## src/rtl/count_sequencer.sv

```systemverilog
// Round-robin increment sequencer for a multi-digit counter: captures request edges,
// then runs grant -> carry settle -> output refresh -> debounce holdoff for each one.
module count_sequencer #(
  parameter int DIGITS         = 6,
  parameter int SETTLE_CYCLES  = 17,
  parameter int HOLDOFF_CYCLES = 10000
) (
  input  logic              clk,
  input  logic              reset,
  input  logic [DIGITS-1:0] req,
  input  logic              enable,
  input  logic              clr_ovr,
  output logic [DIGITS-1:0] inc_sel,
  output logic              inc_pulse,
  output logic              ref_pulse,
  output logic              busy,
  output logic [DIGITS-1:0] pending,
  output logic              overrun
);

  localparam int                IDX_W        = (DIGITS > 1) ? $clog2(DIGITS) : 1;
  localparam logic [13:0]       SETTLE_LAST  = 14'(SETTLE_CYCLES - 1);
  localparam logic [13:0]       HOLDOFF_LAST = 14'(HOLDOFF_CYCLES - 1);
  localparam logic [IDX_W-1:0]  LAST_DIGIT   = IDX_W'(DIGITS - 1);

  typedef enum logic [2:0] {
    IDLE,
    GRANT,
    SETTLE,
    REFRESH,
    HOLDOFF
  } state_t;

  state_t            state;
  logic [13:0]       cnt;
  logic [DIGITS-1:0] req_prev;
  logic [IDX_W-1:0]  last_grant;
  logic [IDX_W-1:0]  grant;
  logic [IDX_W-1:0]  next_grant;
  logic [DIGITS-1:0] next_sel;
  logic [DIGITS-1:0] edges;
  logic [DIGITS-1:0] set_mask;
  logic [DIGITS-1:0] clr_mask;
  logic              ovr_event;

  // inc_sel is only non-zero during GRANT, so it doubles as the pending clear mask;
  // a fresh edge on the granted digit in that cycle therefore re-arms it cleanly.
  always_comb begin
    edges     = req & ~req_prev;
    set_mask  = enable ? edges : '0;
    clr_mask  = inc_sel;
    ovr_event = |(set_mask & pending & ~clr_mask);
  end

  // Scanning offsets from the farthest down to the nearest lets the nearest hit win.
  always_comb begin
    int idx;
    idx        = 0;
    next_grant = '0;
    for (int off = DIGITS; off >= 1; off--) begin
      idx = int'(last_grant) + off;
      if (idx >= DIGITS) idx -= DIGITS;
      if (pending[IDX_W'(idx)]) next_grant = IDX_W'(idx);
    end
    next_sel = DIGITS'(1) << next_grant;
  end

  always_ff @(posedge clk or posedge reset) begin
    if (reset) begin
      req_prev <= '1;
      pending  <= '0;
      overrun  <= 1'b0;
    end else begin
      req_prev <= req;
      pending  <= (pending & ~clr_mask) | set_mask;
      overrun  <= ovr_event | (overrun & ~clr_ovr);
    end
  end

  always_ff @(posedge clk or posedge reset) begin
    if (reset) begin
      state      <= IDLE;
      cnt        <= '0;
      last_grant <= LAST_DIGIT;
      grant      <= '0;
      inc_sel    <= '0;
      inc_pulse  <= 1'b0;
      ref_pulse  <= 1'b0;
      busy       <= 1'b0;
    end else begin
      case (state)
        IDLE: begin
          if (enable && (|pending)) begin
            state     <= GRANT;
            grant     <= next_grant;
            inc_sel   <= next_sel;
            inc_pulse <= 1'b1;
            busy      <= 1'b1;
          end
        end
        GRANT: begin
          state      <= SETTLE;
          inc_sel    <= '0;
          inc_pulse  <= 1'b0;
          last_grant <= grant;
          cnt        <= '0;
        end
        SETTLE: begin
          if (cnt == SETTLE_LAST) begin
            state     <= REFRESH;
            ref_pulse <= 1'b1;
            cnt       <= '0;
          end else begin
            cnt <= cnt + 14'd1;
          end
        end
        REFRESH: begin
          state     <= HOLDOFF;
          ref_pulse <= 1'b0;
          cnt       <= '0;
        end
        HOLDOFF: begin
          if (cnt == HOLDOFF_LAST) begin
            state <= IDLE;
            busy  <= 1'b0;
            cnt   <= '0;
          end else begin
            cnt <= cnt + 14'd1;
          end
        end
        default: begin
          state     <= IDLE;
          cnt       <= '0;
          inc_sel   <= '0;
          inc_pulse <= 1'b0;
          ref_pulse <= 1'b0;
          busy      <= 1'b0;
        end
      endcase
    end
  end

endmodule

```

## config.mk

```make
export PLATFORM = sky130hd
export DESIGN_NAME = count_sequencer
export DESIGN_NICKNAME = d
export VERILOG_FILES = /design/src/rtl/count_sequencer.sv
export SDC_FILE = /design/constraint.sdc
export NUM_CORES = 1
export LEC_CHECK = 0
export ABC_AREA = 1
export BUFFER_PORTS_ARGS = -buffer_cell sky130_fd_sc_hd__buf_2
export CORE_ASPECT_RATIO = 1.75
export CORE_MARGIN = 1.5
export CORE_UTILIZATION = 38
export DETAILED_ROUTE_END_ITERATION = 6
export GPL_TIMING_DRIVEN = 0
export PLACE_DENSITY = 0.65
export SYNTH_ARGS = -nofsm -noshare
export SYNTH_HDL_FRONTEND = slang
export SYNTH_SLANG_ARGS = --single-unit
```

## constraint.sdc

```tcl
create_clock -name clk -period 4.74 [get_ports clk]
set_input_delay 0.948 -clock clk [delete_from_list [all_inputs] [get_ports clk]]
set_output_delay 0.948 -clock clk [all_outputs]
set_load 0.02 [all_outputs]
```

---- After elaboration in Yosys (flattened, before gate mapping) ----
Cells that the tools add are included.
word-level totals
  input bits .............................. 10
  word-level logic and storage cells ...... 117
  latch bits .............................. 0
  bits in writable memories ............... 0
  bits in read-only memories .............. 0
  output and inout port bits .............. 16
  memories kept ........................... 0
  bits in registers ....................... 45
cells by class
  div/mod/pow operators ................... 0
  add/subtract/negate cells ............... 13
  bitwise gates (word level) .............. 13
  magnitude comparators ................... 12
  reduce and logical (&&, ||, !) cells .... 12
  multiplexer cells ....................... 46
  multiply operators ...................... 0
  equality and inequality tests ........... 9
  shift operators ......................... 1
operator list
  operator                 number
  $mux W3                  15
  $pmux W14 S3             1
  $lt A3 B5 Y1 const B     6
  $mux W14                 2
  $and A6 B6 Y6            4
  $ge A4 B3 Y1 const B     6
  $bmux W1 S3              6
  $sub A3 B3 Y3 const B    6
  $mux W1                  15
  $pmux W3 S5              1
  $add A14 B1 Y14 const B  1
  $eq A14 B14 Y1 const B   1
  $eq A14 B5 Y1 const B    1
  $add A3 B3 Y4 const B    3
  $mux W6                  2
  $not A6 Y6               2
  $pmux W6 S2              1
  $reduce_or A6 Y1         2
  $reduce_or A3 Y1         3
  $add A3 B2 Y4 const B    2
  $eq A3 B2 Y1 const B     2
  $ne A2 B2 Y1 const B     3
  $or A6 B6 Y6             1
  $reduce_and A2 Y1        3
  12 further kinds         17

---- Longest topological paths before layout ----
Gate-level depths: netlist of the first run.
  word-level depth ........................ 15
  depth in mapped cells ................... 20
  gate-level depth less buffers ........... 20

---- Least setup slack after synthesis of the first run ----
Ideal clock, no wire load.
  kind .................................... reg-to-reg
  start ................................... register last_grant[0]
  end ..................................... register inc_sel[4]
  cell stages (with the launch flop) ...... 20
  arrival time ............................ 2.234 ns
  path slack .............................. 2.389 ns
  library setup time ...................... 0.117 ns
  period minus slack after synthesis ...... 2.351 ns
  buffers on the path ..................... 1
  data required time ...................... 4.623 ns
  cell sequence ........................... dfstp_2 inv_1 ha_1 buf_6 o21ai_2 nand2_1 nand2_1 nand2_1 nand2_1 nand3_1 nand2_1 nand2_1 nand2_1 nand2_1 nand2_1 nand2_1 nand2_2 inv_2 nand3_1 nand2_1
between the ends
  word-level cells in the longest chain between the ends .. 15
  elaborated cells on any way between the ends .. 51
  those cells by class .................... 12 x add/sub; 6 x order compare; 1 x shift; 32 x mux
RTL lines
  element                                        RTL line  source
  start: declaration                             37        logic [IDX_W-1:0] last_grant;
  start signal: assignment                       105       last_grant <= grant;
  $add A3 B3 Y4                                  61        idx = int'(last_grant) + off;
  $ge A4 B3 Y1 or $sub A3 B3 Y3 (tied branches)  62        if (idx >= DIGITS) idx -= DIGITS;
  $mux W3                                        62
  $bmux W1 S3                                    63        if (pending[IDX_W'(idx)]) next_grant = IDX_W'(idx);
  $mux W1 (implied by the code) (2 in series)    63
  $mux W3 (5 in series)                          63
  $mux W3 *                                      63
  $shl A1 B3 Y6 *                                65        next_sel = DIGITS'(1) << next_grant;
  $mux W6 *                                      93        if (enable && (|pending)) begin
  $pmux W6 S2 *                                  91        case (state)
  end signal: assignment                         96        inc_sel <= next_sel;
  end: declaration                               13        output logic [DIGITS-1:0] inc_sel,
Every way passes the cells marked *; elsewhere a longest branch is shown, timed or not. The select of a mux whose other input is x is not followed.
A chain may end at the register's enable or synchronous reset.

---- Worst setup path after layout of the first run ----
  start ................................... register last_grant[0]
  end ..................................... register inc_sel[2]
The elaborated chain is that of the path after synthesis.

==> key figures, run 1 <==
Final layout
  – Area delta synth->final: 15.6%
  – Final #Nets: 446
  – Most frequent cells in the layout: 107 x nand2_1, 54 x inv_1, 37 x dfrtp_1
  – # diodes: 0
  – Share of cells above drive strength 1: 0.179
  – Commonest non-fill, non-tap cell in the layout: nand2_1

STA
  – Fin Setup TNS: 0 ns
  – Setup Skew: 0.00638 ns
  – RSZ-0062 raised after global routing: false
  – Final min period: 2.80 ns
  – Final period utilization: 0.591
  – Final setup fails: 0
  – Slew headroom: 0.714
  – FMAX: 0.357 GHz
  – Measured slew at the worst slew-check pin: 0.419 ns
  – Max-slew violation count: 0
  – Final hold vios: 0

GRT
  – Gr ovfl total: 0
  – Vias in the first global route: 2494
  – Largest net degree at the start of global routing: 45
  – First-pass GRT wire length: 11300 microns
  – GRT Total Usage: 0.185
  – Initial antenna violation count: 0

Hold path
  – Hold Crit Class: in2async

Placement
  – Port bufs: 25
  – Post-detail-place hpwl: 5490 microns
  – Final Wtd Congestion: 0.791

Logic synthesis
  – #FFs+latches synth: 45
  – Asr flop ratio synth: 1.00
  – Number of synthesized flops with an enable pin: 0
  – Post-synthesis mux area share: 0
  – Simple-gate share of the synthesized area: 0.355
  – Mapped Avg Cell Area: 7.30 sq um
  – Synth Area in Adders: 0.0526
  – Top_reg_cell synth: dfrtp_1
  – Sequential share of the synthesized area: 0.398
  – Largest family of logic cells by synthesized area: simple AND/OR/NAND/NOR gates
  – Yosys cell types: 37
  – Xor-xnor portion of the synthesized cell area: 0.00613
  – Yosys Warn Count: 0
  – Synthesized cell area: 2860 sq um
  – Area fraction in compound gates after synthesis: 0.101
  – Syn nets: 413
  – Cells after Synth: 391

Detailed routing
  – DR pass1 iterations: 4
  – Post-Route WL: 6860 microns
  – Routed vias/inst: 5.07
  – Post-route ant nets: 0
  – Iter 0 DRT Violations: 111
  – DRC Markers: 0
  – Wire per inst: 13.4 microns
  – Via count: 2591

CTS
  – CTS tree: yes
  – Clk pin slew, worst setup/hold paths: 0.06 ns
  – Htree depth: 2
  – Hold bufs inserted after CTS: 0
  – Clk_lat worst skew: 0.29 ns
  – CTS max path bufs: 2
  – Post-CTS Setup Bufs: 0
  – Post-CTS Resized: 0
  – Root buffer cell: clkbuf_16
  – Cts bufs inserted: 5
  – Clock sink count: 45

Worst setup path
  – Reg2Reg Launch Point: last_grant[0]$_DFFE_PP1P_
  – Crit path kind: reg2reg
  – Setup crit start: last_grant[0]$_DFFE_PP1P_
  – Worst Setup End Kind: flop
  – Crit start category: flop
  – Data arrival time of the critical path: 2.99 ns
  – Critical path required time: 4.92 ns
  – Max Fanout on Critical Path: 10
  – Reg2reg path depth: 19

Status
  – Run status: finished, final reports clean

Die
  – Row count: 41
  – Die X: 68.5 microns
  – Initial Util: 0.395
  – Vert. Die Dim: 118 microns
  – IO Count: 26
  – Die area: 8060 sq um
  – CORE AREA: 7230 sq um

Run
  – Total of max-cap violations: 0
## registers in the layout, summed over array words and instances (netlist names)
register    flops
grant           3
req_prev        6
cnt            14
inc_pulse       1
ref_pulse       1
busy            1
state           3
pending         6
last_grant      3
inc_sel         6
overrun         1
## synth_stat cells (2+ instances only)
cell type,count,share of area
nand2_1,107,0.14
inv_1,55,0.072
dfrtp_1,37,0.32
nand3_1,35,0.061
nor2_1,32,0.042
a21oi_1,14,0.025
ha_1,12,0.053
nor3_1,12,0.021
o21ai_0,11,0.019
nand2_2,9,0.020
dfstp_2,8,0.074
nand4_1,7,0.015
inv_2,6,0.0079
o21ai_2,6,0.018
o22ai_1,6,0.013
nor4_1,4,0.0088
o21ai_1,4,0.0070
nor3b_1,3,0.0079
nand2_4,2,0.0079
nand3_2,2,0.0070
nor2_2,2,0.0044
nor3_2,2,0.0070
## cell families (layout without fill, tap and decap cells)
kind of cell	count (synthesis)	after routing
AOI/OAI and AO/OA	47	47
xor gates and xnor gates	2	2
adders and majority gates	12	12
buffers and inverters	64	98
DFF	45	45
and+or+nand+nor	221	221
## through the flow
stage	util	hold slack, ns	setup WS [ns]	instance area (sq um)	cells
6_report	0.456	0.496	1.94	3300	511
5_1_grt	0.456	0.506	1.64	3300	511
4_1_cts	0.456	0.497	1.93	3300	511
3_5_place_dp	0.430	0.480	1.96	3110	503
3_3_place_gp	0.427	0.477	2.00	3090	502
2_1_floorplan	-	0.459	2.39	2860	391
## worst max-delay path: stages, from the launching register on
cell and delay [ns]:
dfstp_2 0.64, inv_1 0.19, ha_1 0.34, buf_6 0.15
o21ai_2 0.18, nand2_1 0.11, nand2_1 0.12, nand2_1 0.07
nand2_1 0.06, nand3_1 0.12, nand2_1 0.12, o21bai_1 0.07
nand2_1 0.05, nand2_1 0.04, nand2_1 0.05, nand2_1 0.05
nand2_2 0.15, inv_1 0.07, nand2_1 0.06, nand2_1 0.05
## cell type report
cell class	count	area (sq um)
fill	738	3930
multi-input combinational	282	1470
inverter	62	233
clock inverter	3	68.8
timing repair buffer	26	145
sequential	45	1140
clock buffer	5	125
tap	86	108
buffer	2	18.8
## path summary, 6_finish.rpt
check                                             to  slack, ns
max                           inc_sel[2]$_DFFE_PP0P_       1.94
min                              cnt[12]$_DFFE_PP0N_       0.50
max reg2reg                   inc_sel[2]$_DFFE_PP0P_       1.94
min reg2reg                     grant[1]$_DFFE_PP0P_       0.50
max in group asynchronous  last_grant[2]$_DFFE_PP1P_       3.76
min in group clk                grant[1]$_DFFE_PP0P_       0.50
## routing by layer
metal	global-route usage	wire [microns]	vias to the layer above
met5	0	0	-
met4	0.0950	288	0
met3	0.0268	179	21
met2	0.343	3820	47
met1	0.187	2580	1192
li1	-	-	1331
Power of run 1 is left out: the tool's default activity adds up to more than one toggle a clock period on the data nets, which glitch-free logic cannot reach.
==> inputs of run 2 (changes only) <==
Settings changed: PLACE_DENSITY 0.65 to 0.67.
Clock period 4.74 ns to 2.35 ns, I/O delays scaled along.
==> run 2 against run 1 <==
- the run now ends with setup timing left
- flip-flop and latch count stayed put
- via count is 5.2% higher
- worst setup slack lost 1.9 ns
- critical path depth unchanged
- wire length rose by 8.4%
- cell area is 8.8% higher
- global-route usage rose by 0.56 points
- clock skew decreased by 0.0016 ns
- die area stayed put
==> key figures, run 2 (synthesized netlist as in run 1, its figures left out) <==
Status
  – Run status: finished with violations (was finished, final reports clean)
  – Failing checks: setup timing

Detailed routing
  – Wire per inst: 14.2 microns (was 13.4 microns)
  – Routed vias/inst: 5.20 (was 5.07)
  – Post-route ant nets: 0 (unchanged)
  – DRC Markers: 0 (unchanged)
  – Via count: 2727 (was 2591)
  – DR pass1 iterations: 4 (unchanged)
  – Iter 0 DRT Violations: 92 (was 111)
  – Post-Route WL: 7440 microns (was 6860 microns)

Final layout
  – # diodes: 0 (unchanged)
  – Post-Route Utilization: 0.497 (was 0.456)
  – Area delta synth->final: 25.8% (was 15.6%)
  – Top reg by flops: cnt (unchanged)
  – Share of cells above drive strength 1: 0.301 (was 0.179)
  – Most frequent cells in the layout: 88 x nand2_1, 49 x inv_1, 36 x dfrtp_1 (was 107 x nand2_1, 54 x inv_1, 37 x dfrtp_1)
  – Final #Nets: 459 (was 446)
  – Max reg flops: 14 (unchanged)
  – Commonest non-fill, non-tap cell in the layout: nand2_1 (unchanged)
  – Final Instance Count excl. Fillers: 524 (was 511)

STA
  – Final period utilization: 1.00 (was 0.591)
  – FMAX: 0.425 GHz (was 0.357 GHz)
  – Final min period: 2.35 ns (was 2.80 ns)
  – Hold Slack: 0.0839 ns (was 0.496 ns)
  – RSZ-0062 raised after global routing: true (was false)
  – Setup Skew: 0.00482 ns (was 0.00638 ns)
  – Final hold vios: 0 (unchanged)
  – Slew headroom: 0.582 (was 0.714)
  – Final setup fails: 3 (was 0)
  – Max-slew violation count: 0 (unchanged)
  – Fin Setup TNS: -0.00827 ns (was 0 ns)
  – Final worst setup slack: -0.00442 ns (was 1.94 ns)
  – Measured slew at the worst slew-check pin: 0.622 ns (was 0.419 ns)

GRT
  – Met1 Usage GRT: 0.187 (about the same)
  – GRT busiest layer: met2 (unchanged)
  – Largest net degree at the start of global routing: 39 (was 45)
  – GR Util met3: 0.0287 (was 0.0268)
  – Initial antenna violation count: 0 (unchanged)
  – Vias in the first global route: 2680 (was 2494)
  – Gr ovfl total: 0 (unchanged)
  – First-pass GRT wire length: 11800 microns (was 11300 microns)
  – Met2 usage: 0.346 (was 0.343)
  – GRT Total Usage: 0.191 (was 0.185)

CTS
  – Hold bufs inserted after CTS: 0 (unchanged)
  – Clk pin slew, worst setup/hold paths: 0.06 ns (about the same)
  – CTS tree: yes (unchanged)
  – CTS max path bufs: 2 (unchanged)
  – Htree depth: 2 (unchanged)
  – Clk_lat worst skew: 0.28 ns (was 0.29 ns)
  – Root buffer cell: clkbuf_16 (unchanged)
  – Clock sink count: 45 (unchanged)
  – Cts bufs inserted: 5 (unchanged)

Die
  – Initial Util: 0.395 (unchanged)
  – CORE AREA: 7230 sq um (unchanged)
  – Vert. Die Dim: 118 microns (unchanged)
  – Row count: 41 (unchanged)
  – Die X: 68.5 microns (unchanged)
  – Die area: 8060 sq um (unchanged)
  – IO Count: 26 (unchanged)

Worst setup path
  – Crit start category: flop (unchanged)
  – Max Fanout on Critical Path: 7 (was 10)
  – CP Cell Sequence: buf_6, ha_2, inv_2, nand2_4, nand2_4, o21ai_2, nand2_2, nand2_1, nand2_1, inv_2, nand3_4, clkinv_1, nor2_1, nand2_2, nand2_2, nand2_4, inv_2, nand3_1, nand2_1 (was inv_1, ha_1, buf_6, o21ai_2, nand2_1, nand2_1, nand2_1, nand2_1, nand3_1, nand2_1, o21bai_1, nand2_1, nand2_1, nand2_1, nand2_1, nand2_2, inv_1, nand2_1, nand2_1)
  – Data arrival time of the critical path: 2.53 ns (was 2.99 ns)
  – Crit path kind: reg2reg (unchanged)
  – Worst Path Buf+Inv: 5 (was 3)
  – Slowest stage delay, CP: 0.58 ns (was 0.64 ns)
  – Top delay family on crit path: simple AND/OR/NAND/NOR gates (unchanged)
  – Critical path required time: 2.52 ns (was 4.92 ns)
  – Worst Setup End Kind: flop (unchanged)
  – CP max-delay cell: dfstp_2 (unchanged)

Placement
  – Final Wtd Congestion: 0.808 (was 0.791)
  – Post-Place Cells: 503 (unchanged)
  – Port bufs: 25 (unchanged)
  – Post-detail-place hpwl: 5550 microns (was 5490 microns)

Hold path
  – Hold Crit Class: in2async (unchanged)

Run
  – Total of max-cap violations: 0 (unchanged)
-- run 2: changes by cell type in the layout (fill, tap and decap cells not counted), sizes merged --
| cell | delta |
|---|---|
| clkinv | +2 |
| clkinvlp | +3 |
| buf | +13 |
| bufinv | -2 |
| inv | -3 |
-- run 2: final timing paths --
kind / from / end / slack, ns / cells after the start
max: last_grant[0]$_DFFE_PP1P_ / inc_sel[4]$_DFFE_PP0P_ / -0.004 / 19
min: reset / cnt[12]$_DFFE_PP0N_ / 0.08 / 2
max reg2reg: last_grant[0]$_DFFE_PP1P_ / inc_sel[4]$_DFFE_PP0P_ / -0.004 / 19
min reg2reg: inc_pulse$_DFFE_PP0P_ / inc_pulse$_DFFE_PP0P_ / 0.49 / 2
max in group asynchronous: reset / last_grant[0]$_DFFE_PP1P_ / 1.74 / 3
min in group clk: req[2] / req_prev[2]$_DFF_PP1_ / 0.29 / 1
-- run 2: per-stage QoR --
stage / setup WS, ns / instance area (sq um)
after floorplan: 0.0363 / 2860
after global placement: -0.263 / 3090
after detailed placement: -0.304 / 3110
after CTS: 0.000609 / 3470
after global routing: -0.189 / 3590
final: -0.00442 / 3590
-- run 2: cell type report --
cell class,instances,area [sq um]
buffer,1,7.51
fill,689,3640
clock buffer,5,125
inverter,62,243
tap,86,108
sequential,45,1140
clock inverter,3,17.5
timing repair buffer,40,258
multi-input combinational,282,1700
-- run 2: worst reg2reg max path: cells and delay by family, from the launching register on --
family | cells | cell delay, ns
compound gates | 1 | 0.13
buf+inv | 5 | 0.46
simple gates | 12 | 0.89
fa+ha+maj | 1 | 0.20
flops | 1 | 0.58
-- run 2: what timing repair did --
action,4_1_cts,5_1_grt
setup buffers,10,4
pin swaps,22,16
resized for setup,38,24
setup endpoints to repair,9,10
-- run 2: layer usage --
| metal | part of all wire | routed length [microns] |
|---|---|---|
| met1 | 0.37 | 2730 |
| met2 | 0.54 | 4050 |
| met3 | 0.026 | 197 |
| met4 | 0.063 | 466 |
| met5 | 0 | 0 |
Power of run 2 is left out for the same reason.
==> inputs of run 3 (changes only) <==
Settings changed: CORE_UTILIZATION 38 to 32, PLACE_DENSITY 0.67 to 0.6, SLEW_MARGIN from default to 20.
==> run 3 against run 2 <==
- the flow finishes with violations (DRC, setup timing)
- critical path depth decreased by 2
- via count fell by 2.3%
- utilization shrank 8.1 points
- cell area increased by 0.21%
- count of clock-buffer cells in the layout increased by 1
==> key figures, run 3 (synthesized netlist as in run 1, its figures left out) <==
CTS
  – Clk pin slew, worst setup/hold paths: 0.06 ns (about the same)
  – CTS max path bufs: 2 (unchanged)
  – Hold bufs inserted after CTS: 0 (unchanged)
  – CTS tree: yes (unchanged)
  – Clock sink count: 45 (unchanged)
  – Root buffer cell: clkbuf_16 (unchanged)
  – Htree depth: 2 (unchanged)
  – Clk_lat worst skew: 0.28 ns (about the same)
  – Cts bufs inserted: 5 (unchanged)

Final layout
  – # diodes: 0 (unchanged)
  – Most frequent cells in the layout: 97 x nand2_1, 49 x inv_1, 36 x dfrtp_1 (was 88 x nand2_1, 49 x inv_1, 36 x dfrtp_1)
  – Top reg by flops: cnt (unchanged)
  – Final Cell Area: 3600 sq um (was 3590 sq um)
  – Fill cell count: 903 (was 689)
  – Commonest non-fill, non-tap cell in the layout: nand2_1 (unchanged)
  – Final #Nets: 459 (unchanged)
  – Post-Route Utilization: 0.415 (was 0.497)
  – Share of cells above drive strength 1: 0.279 (was 0.301)
  – Area delta synth->final: 26.1% (was 25.8%)
  – Max reg flops: 14 (unchanged)

Detailed routing
  – Routed vias/inst: 4.80 (was 5.20)
  – Post-route ant nets: 0 (unchanged)
  – Iter 0 DRT Violations: 106 (was 92)
  – Wire per inst: 13.2 microns (was 14.2 microns)
  – DRC Markers: 1 (was 0)
  – Post-Route WL: 7320 microns (was 7440 microns)
  – DR pass1 iterations: 6 (was 4)
  – Via count: 2665 (was 2727)

STA
  – Final hold vios: 0 (unchanged)
  – Setup Skew: 0.00317 ns (was 0.00482 ns)
  – Final period utilization: 1.03 (was 1.00)
  – Final min period: 2.42 ns (was 2.35 ns)
  – FMAX: 0.414 GHz (was 0.425 GHz)
  – Max-slew violation count: 0 (unchanged)
  – Final worst setup slack: -0.0669 ns (was -0.00442 ns)
  – Slew headroom: 0.664 (was 0.582)
  – Final setup fails: 9 (was 3)
  – Measured slew at the worst slew-check pin: 0.500 ns (was 0.622 ns)
  – Hold Slack: 0.135 ns (was 0.0839 ns)
  – RSZ-0062 raised after global routing: true (unchanged)

Worst setup path
  – Reg2reg path depth: 17 (was 19)
  – Max Fanout on Critical Path: 7 (unchanged)
  – Crit start category: flop (unchanged)
  – Worst Setup End Kind: flop (unchanged)
  – Data arrival time of the critical path: 2.64 ns (was 2.53 ns)
  – CP max-delay cell: dfstp_2 (unchanged)
  – CP Cell Sequence: inv_4, ha_4, clkinvlp_4, buf_4, nand2_2, nand2_2, nand2_1, nand3_1, nand2_2, nor2_1, nand2_1, nand2_1, nand2_2, nand2_2, nor2_4, nand3_1, nand2_1 (was buf_6, ha_2, inv_2, nand2_4, nand2_4, o21ai_2, nand2_2, nand2_1, nand2_1, inv_2, nand3_4, clkinv_1, nor2_1, nand2_2, nand2_2, nand2_4, inv_2, nand3_1, nand2_1)
  – Top delay family on crit path: simple AND/OR/NAND/NOR gates (unchanged)
  – Crit path kind: reg2reg (unchanged)
  – Worst Path Buf+Inv: 3 (was 5)
  – Critical Path Stages: 17 (was 19)
  – Critical path required time: 2.58 ns (was 2.52 ns)
  – Cell repeated most along the worst path: nand2_2
  – Slowest stage delay, CP: 0.57 ns (was 0.58 ns)

Placement
  – Final Wtd Congestion: 0.897 (was 0.808)
  – Port bufs: 25 (unchanged)
  – DP Area: 3150 sq um (was 3110 sq um)
  – Post-detail-place hpwl: 5510 microns (was 5550 microns)

GRT
  – First-pass GRT wire length: 11900 microns (was 11800 microns)
  – GR Util met3: 0.0228 (was 0.0287)
  – Largest net degree at the start of global routing: 32 (was 39)
  – Initial antenna violation count: 0 (unchanged)
  – Gr ovfl total: 0 (unchanged)
  – GRT Total Usage: 0.163 (was 0.191)
  – GRT busiest layer: met2 (unchanged)
  – Met1 Usage GRT: 0.164 (was 0.187)
  – Vias in the first global route: 2667 (was 2680)
  – Met2 usage: 0.310 (was 0.346)

Die
  – Row count: 45 (was 41)
  – Initial Util: 0.329 (was 0.395)
  – Vert. Die Dim: 128 microns (was 118 microns)
  – Die area: 9520 sq um (was 8060 sq um)
  – Die X: 74.4 microns (was 68.5 microns)
  – CORE AREA: 8670 sq um (was 7230 sq um)
  – IO Count: 26 (unchanged)

Hold path
  – Hold Crit Class: in2async (unchanged)

Status
  – Run status: finished with violations (unchanged)
  – Failing checks: DRC, setup timing (was setup timing)

Run
  – Total of max-cap violations: 0 (unchanged)
-- run 3: cell types whose count changed in the layout (fill, tap and decap cells not counted), moves of 3 or more --
cell     previous run  this run
nand2_4            10         5
nand3_1            26        31
nand2_1            88        97
nand3_2             8         5
nand2_2            20        16
-- run 3: what timing repair did --
item	4_1_cts	5_1_grt
endpoints found under the setup margin	9	19
gates resized for setup	28	20
buffers inserted	11	3
pin swaps	6	14
-- run 3: worst paths after layout --
| path | endpoint | slack (ns) | from |
|---|---|---|---|
| max | inc_sel[0]$_DFFE_PP0P_ | -0.07 | last_grant[0]$_DFFE_PP1P_ |
| min | cnt[10]$_DFFE_PP0N_ | 0.14 | reset |
| max reg2reg | inc_sel[0]$_DFFE_PP0P_ | -0.07 | last_grant[0]$_DFFE_PP1P_ |
| min reg2reg | busy$_DFFE_PP0P_ | 0.49 | busy$_DFFE_PP0P_ |
| max in group asynchronous | last_grant[2]$_DFFE_PP1P_ | 1.67 | reset |
| min in group clk | req_prev[3]$_DFF_PP1_ | 0.29 | req[3] |
-- run 3: area by class of cell --
| class | count | area, sq um | share of cell area |
|---|---|---|---|
| sequential | 45 | 1140 | 0.316 |
| inverter | 62 | 243 | 0.0674 |
| buffer | 1 | 7.51 | 0.00209 |
| multi-input combinational | 282 | 1630 | 0.452 |
| clock inverter | 2 | 37.5 | 0.0104 |
| timing repair buffer | 40 | 262 | 0.0726 |
| tap | 117 | 146 | 0.0407 |
| clock buffer | 6 | 139 | 0.0386 |
-- run 3: metrics by stage --
step | TNS [ns] | worst slack [ns] | cells
finish | -0.398 | -0.0669 | 555
global route | -1.87 | -0.254 | 555
CTS | 0 | 0.00487 | 553
detailed placement | -2.88 | -0.375 | 534
global placement | -2.51 | -0.309 | 533
floorplan | 0 | 0.0363 | 391
-- run 3: routing by layer --
metal	share of wire	vias to the layer above	wire (microns)
li1	-	1360	-
met1	0.39	1234	2850
met2	0.54	47	3940
met3	0.027	24	196
met4	0.045	0	332
met5	0	-	0
Power of run 3 is left out for the same reason.
